`src/rtl/note_sequencer.sv`:
```
// note_sequencer: turns a byte command stream (note letters, rests, length
// digits, '!' abort) into a queue of notes and plays them one at a time on
// the tone generator's freq/duration/done interface, with a silent gap
// between notes.
// Optional build macro: NOTE_SEQUENCER_OCTAVE_EN adds '<' / '>' octave shifts.
module note_sequencer #(
    parameter int FIFO_AW     = 4,
    parameter int BEAT_MS     = 100,
    parameter int DEFAULT_LEN = 4,
    parameter int CLK_HZ      = 48000000,
    parameter int GAP_CYCLES  = 48000
) (
    input  logic               clk_48mhz,
    input  logic               reset,
    input  logic               byte_valid,
    input  logic [7:0]         byte_data,
    output logic               byte_ready,
    input  logic               tone_done,
    output logic [31:0]        freq,
    output logic [31:0]        duration,
    output logic               busy,
    output logic [FIFO_AW:0]   fifo_count
);
    localparam int DEPTH       = 1 << FIFO_AW;
    localparam int TICK_CYCLES = (CLK_HZ / 1000 < 1) ? 1 : CLK_HZ / 1000;
`ifdef NOTE_SEQUENCER_OCTAVE_EN
    localparam int ENTRY_W = 10;   // {octave, rest, idx, len}
`else
    localparam int ENTRY_W = 8;    // {rest, idx, len}
`endif

    typedef enum logic [2:0] {ST_IDLE, ST_LOAD, ST_WAIT, ST_REST, ST_GAP} state_t;

    state_t               state_reg, state_next;
    logic [ENTRY_W-1:0]   mem [DEPTH];
    logic [ENTRY_W-1:0]   entry_in, entry_reg;
    logic [FIFO_AW-1:0]   wr_ptr_reg, rd_ptr_reg;
    logic [FIFO_AW:0]     fifo_count_reg;
    logic [3:0]           cur_len_reg;
    logic [31:0]          freq_reg, duration_reg, ms_reg, tick_cnt_reg, gap_cnt_reg;
    logic                 is_note, is_rest, is_len, is_flush;
    logic [2:0]           note_idx;
    logic                 accept, push, pop, flush, tick;
    logic                 ld_rest;
    logic [2:0]           ld_idx;
    logic [3:0]           ld_len;
    logic [1:0]           ld_oct;
    logic [31:0]          ld_ms;

    function automatic logic [31:0] note_hz(input logic [2:0] idx);
        case (idx)
            3'd0:    note_hz = 32'd262;
            3'd1:    note_hz = 32'd294;
            3'd2:    note_hz = 32'd330;
            3'd3:    note_hz = 32'd349;
            3'd4:    note_hz = 32'd392;
            3'd5:    note_hz = 32'd440;
            3'd6:    note_hz = 32'd494;
            default: note_hz = 32'd523;
        endcase
    endfunction

    // Classify the incoming byte; only accepted bytes have any effect.
    always_comb begin
        is_note  = 1'b1;
        note_idx = 3'd0;
        case (byte_data)
            "C":     note_idx = 3'd0;
            "D":     note_idx = 3'd1;
            "E":     note_idx = 3'd2;
            "F":     note_idx = 3'd3;
            "G":     note_idx = 3'd4;
            "A":     note_idx = 3'd5;
            "B":     note_idx = 3'd6;
            "c":     note_idx = 3'd7;
            default: is_note  = 1'b0;
        endcase
        is_rest  = (byte_data == "-");
        is_len   = (byte_data >= "1") && (byte_data <= "8");
        is_flush = (byte_data == "!");
    end

    // Reset is folded in so nothing is consumed while reset is held.
    assign byte_ready = (fifo_count_reg != (FIFO_AW + 1)'(DEPTH)) && !reset;
    assign accept     = byte_valid && byte_ready;
    assign push       = accept && (is_note || is_rest);
    assign flush      = accept && is_flush;

    assign entry_in[7:0] = {is_rest, note_idx, cur_len_reg};
`ifdef NOTE_SEQUENCER_OCTAVE_EN
    logic [1:0] octave_reg;
    assign entry_in[9:8] = octave_reg;
    assign ld_oct        = entry_reg[9:8];

    // Octave register, saturating in 0..2; untouched by '!'.
    always_ff @(posedge clk_48mhz) begin
        if (reset)
            octave_reg <= 2'd0;
        else if (accept && byte_data == ">" && octave_reg < 2'd2)
            octave_reg <= octave_reg + 2'd1;
        else if (accept && byte_data == "<" && octave_reg > 2'd0)
            octave_reg <= octave_reg - 2'd1;
    end
`else
    assign ld_oct = 2'd0;
`endif

    assign ld_rest = entry_reg[7];
    assign ld_idx  = entry_reg[6:4];
    assign ld_len  = entry_reg[3:0];
    assign ld_ms   = 32'(ld_len) * 32'(BEAT_MS);
    assign tick    = (tick_cnt_reg == 32'(TICK_CYCLES - 1));

    // Sticky note length set by digit bytes; '!' leaves it alone.
    always_ff @(posedge clk_48mhz) begin
        if (reset)
            cur_len_reg <= 4'(DEFAULT_LEN);
        else if (accept && is_len)
            cur_len_reg <= byte_data[3:0];
    end

    // Note storage without reset; the popped entry is registered for LOAD.
    always_ff @(posedge clk_48mhz) begin
        if (push)
            mem[wr_ptr_reg] <= entry_in;
        if (pop)
            entry_reg <= mem[rd_ptr_reg];
    end

    // FIFO pointers and occupancy; flush empties by catching up the read side.
    always_ff @(posedge clk_48mhz) begin
        if (reset) begin
            wr_ptr_reg     <= '0;
            rd_ptr_reg     <= '0;
            fifo_count_reg <= '0;
        end else if (flush) begin
            rd_ptr_reg     <= wr_ptr_reg;
            fifo_count_reg <= '0;
        end else begin
            if (push)
                wr_ptr_reg <= wr_ptr_reg + 1'b1;
            if (pop)
                rd_ptr_reg <= rd_ptr_reg + 1'b1;
            fifo_count_reg <= fifo_count_reg + (FIFO_AW + 1)'(push) - (FIFO_AW + 1)'(pop);
        end
    end

    // Player state register.
    always_ff @(posedge clk_48mhz) begin
        if (reset)
            state_reg <= ST_IDLE;
        else
            state_reg <= state_next;
    end

    // Player next-state and pop decision; an abort always returns to IDLE.
    always_comb begin
        state_next = state_reg;
        pop        = 1'b0;
        if (flush) begin
            state_next = ST_IDLE;
        end else begin
            case (state_reg)
                ST_IDLE: if (fifo_count_reg != '0) begin
                    pop        = 1'b1;
                    state_next = ST_LOAD;
                end
                ST_LOAD: state_next = ld_rest ? ST_REST : ST_WAIT;
                ST_WAIT: if (tone_done) state_next = ST_GAP;
                ST_REST: if (tick && ms_reg <= 32'd1) state_next = ST_GAP;
                ST_GAP:  if (gap_cnt_reg + 32'd1 >= 32'(GAP_CYCLES)) state_next = ST_IDLE;
                default: state_next = ST_IDLE;
            endcase
        end
    end

    // Tone outputs, rest millisecond timer and gap counter.
    always_ff @(posedge clk_48mhz) begin
        if (reset) begin
            freq_reg     <= '0;
            duration_reg <= '0;
            ms_reg       <= '0;
            tick_cnt_reg <= '0;
            gap_cnt_reg  <= '0;
        end else begin
            tick_cnt_reg <= (state_reg == ST_REST && !tick) ? tick_cnt_reg + 32'd1 : 32'd0;
            gap_cnt_reg  <= (state_reg == ST_GAP) ? gap_cnt_reg + 32'd1 : 32'd0;
            if (flush) begin
                duration_reg <= '0;
            end else begin
                case (state_reg)
                    ST_LOAD: begin
                        if (ld_rest) begin
                            freq_reg     <= '0;
                            duration_reg <= '0;
                            ms_reg       <= ld_ms;
                        end else begin
                            freq_reg     <= note_hz(ld_idx) << ld_oct;
                            duration_reg <= ld_ms;
                        end
                    end
                    ST_WAIT: if (tone_done) duration_reg <= '0;
                    ST_REST: if (tick) ms_reg <= ms_reg - 32'd1;
                    default: ;
                endcase
            end
        end
    end

    assign freq       = freq_reg;
    assign duration   = duration_reg;
    assign fifo_count = fifo_count_reg;
    assign busy       = (fifo_count_reg != '0) || (state_reg != ST_IDLE);

endmodule

```
`config.mk`:
```
export PLATFORM = sky130hd
export DESIGN_NAME = note_sequencer
export DESIGN_NICKNAME = d
export VERILOG_FILES = /design/src/rtl/note_sequencer.sv
export SDC_FILE = /design/constraint.sdc
export NUM_CORES = 1
export LEC_CHECK = 0
export ABC_AREA = 1
export BUFFER_PORTS_ARGS = -buffer_cell sky130_fd_sc_hd__buf_2
export CAP_MARGIN = 10
export CORE_UTILIZATION = 45
export DETAILED_ROUTE_END_ITERATION = 12
export PLACE_DENSITY_LB_ADDON = 0.1
export SLEW_MARGIN = 25
export SYNTH_ARGS = -nofsm -noshare
export SYNTH_HDL_FRONTEND = slang
export SYNTH_SLANG_ARGS = --single-unit
```
`constraint.sdc`:
```
create_clock -name clk_48mhz -period 9 [get_ports clk_48mhz]
set_input_delay 1.8 -clock clk_48mhz [delete_from_list [all_inputs] [get_ports clk_48mhz]]
set_output_delay 1.8 -clock clk_48mhz [all_outputs]
set_load 0.02 [all_outputs]
```
# Yosys cells after proc, flatten, opt, wreduce, memory -nomap -nowiden
# Memories as Yosys holds them, arrays and structs flattened. A register that Yosys moved wholly into a read port is not among the register bits.
# Cells that the tools add are included.
# Widths: inputs -> output; s select.
# word_totals
regBits,180
ramBits,128
inputBits,12
out_inout_bits,71
n_memories,1
# mem_list
memory,depth,width,read_ports,rd_clocked_by_memory_dff,wr,line,source
mem,16,8,1,1,1,35,logic [ENTRY_W-1:0] mem [DEPTH];
# op_classes
n_addsub,7
n_mul,1
magnitude_cmp,4
eq_ne,28
n_mux,23
bitwise_logic,3
reduce_logical,28
# ops
op,n
$pmux 32 s2,2
$mux 32,3
$pmux 10 s7,1
$add 32x1->32 const B,2
$eq 8x7->1 const B,8
$eq 32x16->1 const B,1
$ge 32x16->1 const B,1
$le 32x1->1 const B,1
$sub 32x1->32 const B,1
$pmux 3 s7,1
$eq 8x6->1 const B,2
$pmux 3 s5,1
$eq 3x2->1 const B,4
$eq 3x3->1 const B,4
$mux 3,4
$ne 2x2->1 const B,6
$mux 11,1
$mux 10,1
$mul 4x5->9 const B,1
$add 4x1->4 const B,2
$ge 8x6->1 const B,1
$le 8x6->1 const B,1
$logic_and 1x1->1,8
$mux 4,2
16 further kinds,35

# Logic depth before layout (Yosys ltp)
# depth
depth_word,7
depth_mapped,20

# Worst setup path after synthesis
# OpenSTA, ideal clock, no wires.
# synth_timing
path_type,input-to-reg
start,input byte_data[5]
end,"register fifo_count_reg[4], in the netlist fifo_count[4]"
setup_time_ns,0.064
t_arrival_ns,4.468
path_slack_ns,4.468
stages,17
n_path_buf,0
cell_sequence,inv_1 -> nor2_1 -> nand2_1 -> nor3_1 -> a21oi_1 -> nand3_1 -> nand2_1 -> ha_1 -> inv_1 -> ha_1 -> fa_1 -> nand2_1 -> nand2_1 -> a21oi_1 -> xor2_1 -> inv_1 -> nor2_1
# synth_rtl
item,line,source
from (decl),16,"input logic [7:0] byte_data,"
$eq 8x6->1,78,"is_rest = (byte_data == ""-"");"
net is_rest,41,"logic is_note, is_rest, is_len, is_flush;"
$logic_or 1x1->1,86,assign push = accept && (is_note || is_rest);
$logic_and 1x1->1,86,
$add 5x1->5,144,fifo_count_reg <= fifo_count_reg + (FIFO_AW + 1)'(push) - (FIFO_AW + 1)'(pop);
$sub 5x1->5,144,
to (signal assigned),144,
to (decl),38,logic [FIFO_AW:0] fifo_count_reg;
# The timed path passes the listed nets, and every way through them passes these cells.
# A chain may end at the register's enable or synchronous reset.

# Final worst setup path
# layout_timing
start,input reset
end,output byte_ready
# layout_via
elab_chain_len,2
# layout_rtl
item,line,source
from (decl),14,"input logic reset,"
$logic_not 1->1,84,assign byte_ready = (fifo_count_reg != (FIFO_AW + 1)'(DEPTH)) && !reset;
$logic_and 1x1->1,84,
to (decl),17,"output logic byte_ready,"
# No other way between the ends.

==> flow_metrics.env <==
export IMPL_cts_buffer_depth=3
export IMPL_clkSinkCount=271
export IMPL_cts_root_buffer="sky130_fd_sc_hd__clkbuf_16"
export IMPL_synth_fa_ha_area_share_pct=2.52
export IMPL_critical_path_peak_fanout=32
export IMPL_core_area_um2=29600
export IMPL_largest_register_ffs=128
export IMPL_wl_per_cell_um=15.6
export IMPL_cp_arrival_ns=3.18
export IMPL_routed_via_count=10300
export IMPL_global_route_met3_usage_pct=2.97
export IMPL_post_synth_top_count_cell="sky130_fd_sc_hd__nor2_1"
export IMPL_fin_crit_sh_pct=55.3
export IMPL_grt_start_max_net_pins=68
export IMPL_finalInstanceArea_um2=14800
export IMPL_detail_route_drc_violations=0
export IMPL_outcome="complete, no violations"
export IMPL_sequential_share_of_the_synthesized_area_pct=50.2
export IMPL_worst_ep_required_time_ns=7.20
export IMPL_clk_pin_slew_worst_paths_ns=0.06
export IMPL_ant_nets=0
export IMPL_worstSkewPairLatency_ns=0.58
export IMPL_post_detailed_placement_half_perimeter_wirelength_mm=21.7
export IMPL_routed_wirelength_mm=31.3
export IMPL_die_x_um=175
export IMPL_n_antenna_cell=0
export IMPL_drt_first_iter_violations=660
export IMPL_io_pins=83
export IMPL_gr_total_overflow=0
export IMPL_post_cts_hold_buffer_count=0
export IMPL_grt_first_pass_wirelength_mm=50.7
export IMPL_place_worst_setup_slack_ns=3.66
export IMPL_min_delay_path_class="reg -> reg"
export IMPL_regMostFlops="mem"
export IMPL_cts_setup_buffers=0
export IMPL_area_of_the_die_um2=30700
export IMPL_post_synth_most_frequent_cells="274 x sky130_fd_sc_hd__nor2_1, 265 x sky130_fd_sc_hd__nand2_1, 136 x sky130_fd_sc_hd__edfxtp_1"
export IMPL_final_nets=1627
export IMPL_route_detailed_vias_per_inst=5.12
export IMPL_grt_most_used_layer="met2"
export IMPL_synth_compound_area_share_pct=10.2
export IMPL_static_leakage_power_uw=0.00561
export IMPL_ys_ff_latch=271
export IMPL_vias_in_the_first_global_route=9729
export IMPL_tritoncts="yes"
export IMPL_synth_avg_cell_area_um2=8.66
export IMPL_synth_async_sr_flop_share_pct=0
export IMPL_synth_area_leader_cell="sky130_fd_sc_hd__edfxtp_1"
export IMPL_maxSlewHeadroom_pct=42.8
export IMPL_synth_cell_type_count=49
export IMPL_max_vdd_ir_drop_uv=163
export IMPL_synthCells=1560
export IMPL_synth_top_cell_area_share_pct=30.2
export IMPL_cts_repair_resize_count=0
export IMPL_mappedNetlistArea_um2=13500
export IMPL_maxCapViolCount=0
export IMPL_tightest_slew_ns=0.855
export IMPL_hold_slack_ns=0.461
export IMPL_fraction_of_synthesized_area_in_multiplexers_pct=1.70
export IMPL_initial_core_utilization_pct=45.7
export IMPL_antenna_found_initial=0
export IMPL_powerDensity_nw_per_um2=278
export IMPL_fp_dieH_um=175
export IMPL_total_of_buffers_placed_on_input_and_output_ports=37
export IMPL_number_of_flops_mapped_to_enable_cells_by_yosys=136
export IMPL_fmaxAchievable_mhz=201
export IMPL_met2_usage_pct=33.8
export IMPL_setup_viol=0
export IMPL_post_route_cells_drive_above_1_share_pct=9.86
export IMPL_setup_total_negative_slack_ns=0
export IMPL_synth_top_family_by_area="simple AND/OR/NAND/NOR gates"
export IMPL_finClkSkew_ns=0.0269
export IMPL_finalWorstSetupSlack_ns=4.02
export IMPL_h_tree_depth=1
export IMPL_tritoncts_num_buffers=30
export IMPL_report_final_hold_viol_count=0
export IMPL_layout_min_cycle_time_ns=4.98
export IMPL_total_grt_usage_pct=20.6
export IMPL_synthesis_warning_total=0
export IMPL_drt_pass1_iter_count=6
export IMPL_fp_row_count=63
export IMPL_endpoint_kind="output pin"
export IMPL_global_route_usage_met1_pct=28.8
export IMPL_setup_worst_path_class="in -> out"
export IMPL_final_max_slew_viol_count=0
export IMPL_setup_repair_after_global_routing_missed_its_margin="no"
export IMPL_synth_main_ff_cell="sky130_fd_sc_hd__edfxtp_1"
export IMPL_finalWeightedCongestion=0.887
export IMPL_synthTopCellsByArea="sky130_fd_sc_hd__edfxtp_1 30%, sky130_fd_sc_hd__dfxtp_1 20%, sky130_fd_sc_hd__nor2_1 7.6%"
export IMPL_synth_xor_area_share_pct=3.11
export IMPL_detailed_place_area_um2=13900
export IMPL_area_growth_synth_to_final_pct=9.78
export IMPL_simple_logic_cell_fraction_of_the_synthesized_area_pct=24.1
export IMPL_startpoint_type="input pin"
stage by stage:
stage | total power (uW) | util (%) | cells
floorplan | 2620 | - | 1604
global placement | 2960 | 46.9 | 1947
detailed placement | 2970 | 46.9 | 1947
CTS | 4170 | 50.2 | 2003
global route | 4410 | 50.2 | 2003
finish | 4130 | 50.2 | 2003
kinds of logic after synthesis:
| logic type | count (synthesis) |
|---|---|
| xor+xnor | 48 |
| flops | 271 |
| compound gates | 228 |
| mux | 23 |
| fa+ha+maj | 26 |
| other cells | 1 |
| simple gates | 726 |
| buf+inv | 237 |
worst max-delay path, stage by stage:
cell and delay (ns):
sky130_fd_sc_hd__buf_2 0.50, sky130_fd_sc_hd__inv_2 0.42, sky130_fd_sc_hd__o21ai_1 0.21, sky130_fd_sc_hd__inv_2 0.05, sky130_fd_sc_hd__buf_2 0.16
final cells by class:
class	instances	area, um2
fillers	2823	14700
flip-flops and latches	271	6790
multi-input cells	1096	5810
clock buffers	40	808
inverters	147	552
well taps	390	488
repair buffers	43	230
clock inverters	16	154
cell usage in the layout, fill, tap and decap left out, types with 4 or more instances in the layout:
cell type,Yosys,final
sky130_fd_sc_hd__nor2_4,13,13
sky130_fd_sc_hd__mux2i_1,23,23
sky130_fd_sc_hd__nand3b_1,10,10
sky130_fd_sc_hd__nand2_2,8,10
sky130_fd_sc_hd__buf_2,5,37
sky130_fd_sc_hd__nor3_2,5,5
sky130_fd_sc_hd__edfxtp_1,136,136
sky130_fd_sc_hd__nor2_2,9,9
sky130_fd_sc_hd__o21ai_1,11,11
sky130_fd_sc_hd__xnor2_1,11,11
sky130_fd_sc_hd__nand4_1,29,29
sky130_fd_sc_hd__o21ai_0,70,70
sky130_fd_sc_hd__a211oi_1,9,9
sky130_fd_sc_hd__inv_2,15,15
sky130_fd_sc_hd__nor3_1,14,13
sky130_fd_sc_hd__clkbuf_1,30,8
sky130_fd_sc_hd__nand3_1,63,63
sky130_fd_sc_hd__nand3_2,4,4
sky130_fd_sc_hd__or2_2,8,8
sky130_fd_sc_hd__inv_1,129,129
sky130_fd_sc_hd__clkbuf_16,0,30
sky130_fd_sc_hd__o32ai_1,10,10
sky130_fd_sc_hd__clkinv_1,3,9
sky130_fd_sc_hd__o211ai_1,14,14
sky130_fd_sc_hd__dfxtp_1,135,133
sky130_fd_sc_hd__nor2_1,274,274
sky130_fd_sc_hd__clkinv_2,0,5
sky130_fd_sc_hd__buf_4,47,6
sky130_fd_sc_hd__xor2_1,37,37
sky130_fd_sc_hd__a21oi_1,73,73
sky130_fd_sc_hd__nand2_1,265,263
sky130_fd_sc_hd__nor4_1,13,13
sky130_fd_sc_hd__ha_1,24,24
sky130_fd_sc_hd__nor3b_1,4,4
sky130_fd_sc_hd__o21a_1,5,5
sky130_fd_sc_hd__conb_1,1,45
sky130_fd_sc_hd__o221ai_1,25,25
routing by layer:
metal / vias to the layer above / wire length (um)
li1: 5229 / -
met5: - / 0
met1: 4776 / 14900
met4: 0 / 588
met3: 49 / 1240
met2: 202 / 14600
worst paths after layout:
path                            startpoint                        to  slack, ns  cells past startpoint
setup / recovery                     reset                byte_ready       4.02                      5
hold reg to reg   duration[9]$_SDFFE_PP0P_  duration[9]$_SDFFE_PP0P_       0.46                      2
hold / removal    duration[9]$_SDFFE_PP0P_  duration[9]$_SDFFE_PP0P_       0.46                      2
setup reg to reg  fifo_count[2]$_SDFF_PP0_  fifo_count[4]$_SDFF_PP0_       5.50                     20
power by group:
part / internal (uW) / leakage, uW / switching [uW] / total, uW
Clock: 688 / 0.000466 / 497 / 1190
Combinational: 480 / 0.00280 / 958 / 1440
Sequential: 1390 / 0.00235 / 110 / 1500
Total: 2560 / 0.00561 / 1570 / 4130
Power figures use the tool's default switching activity.
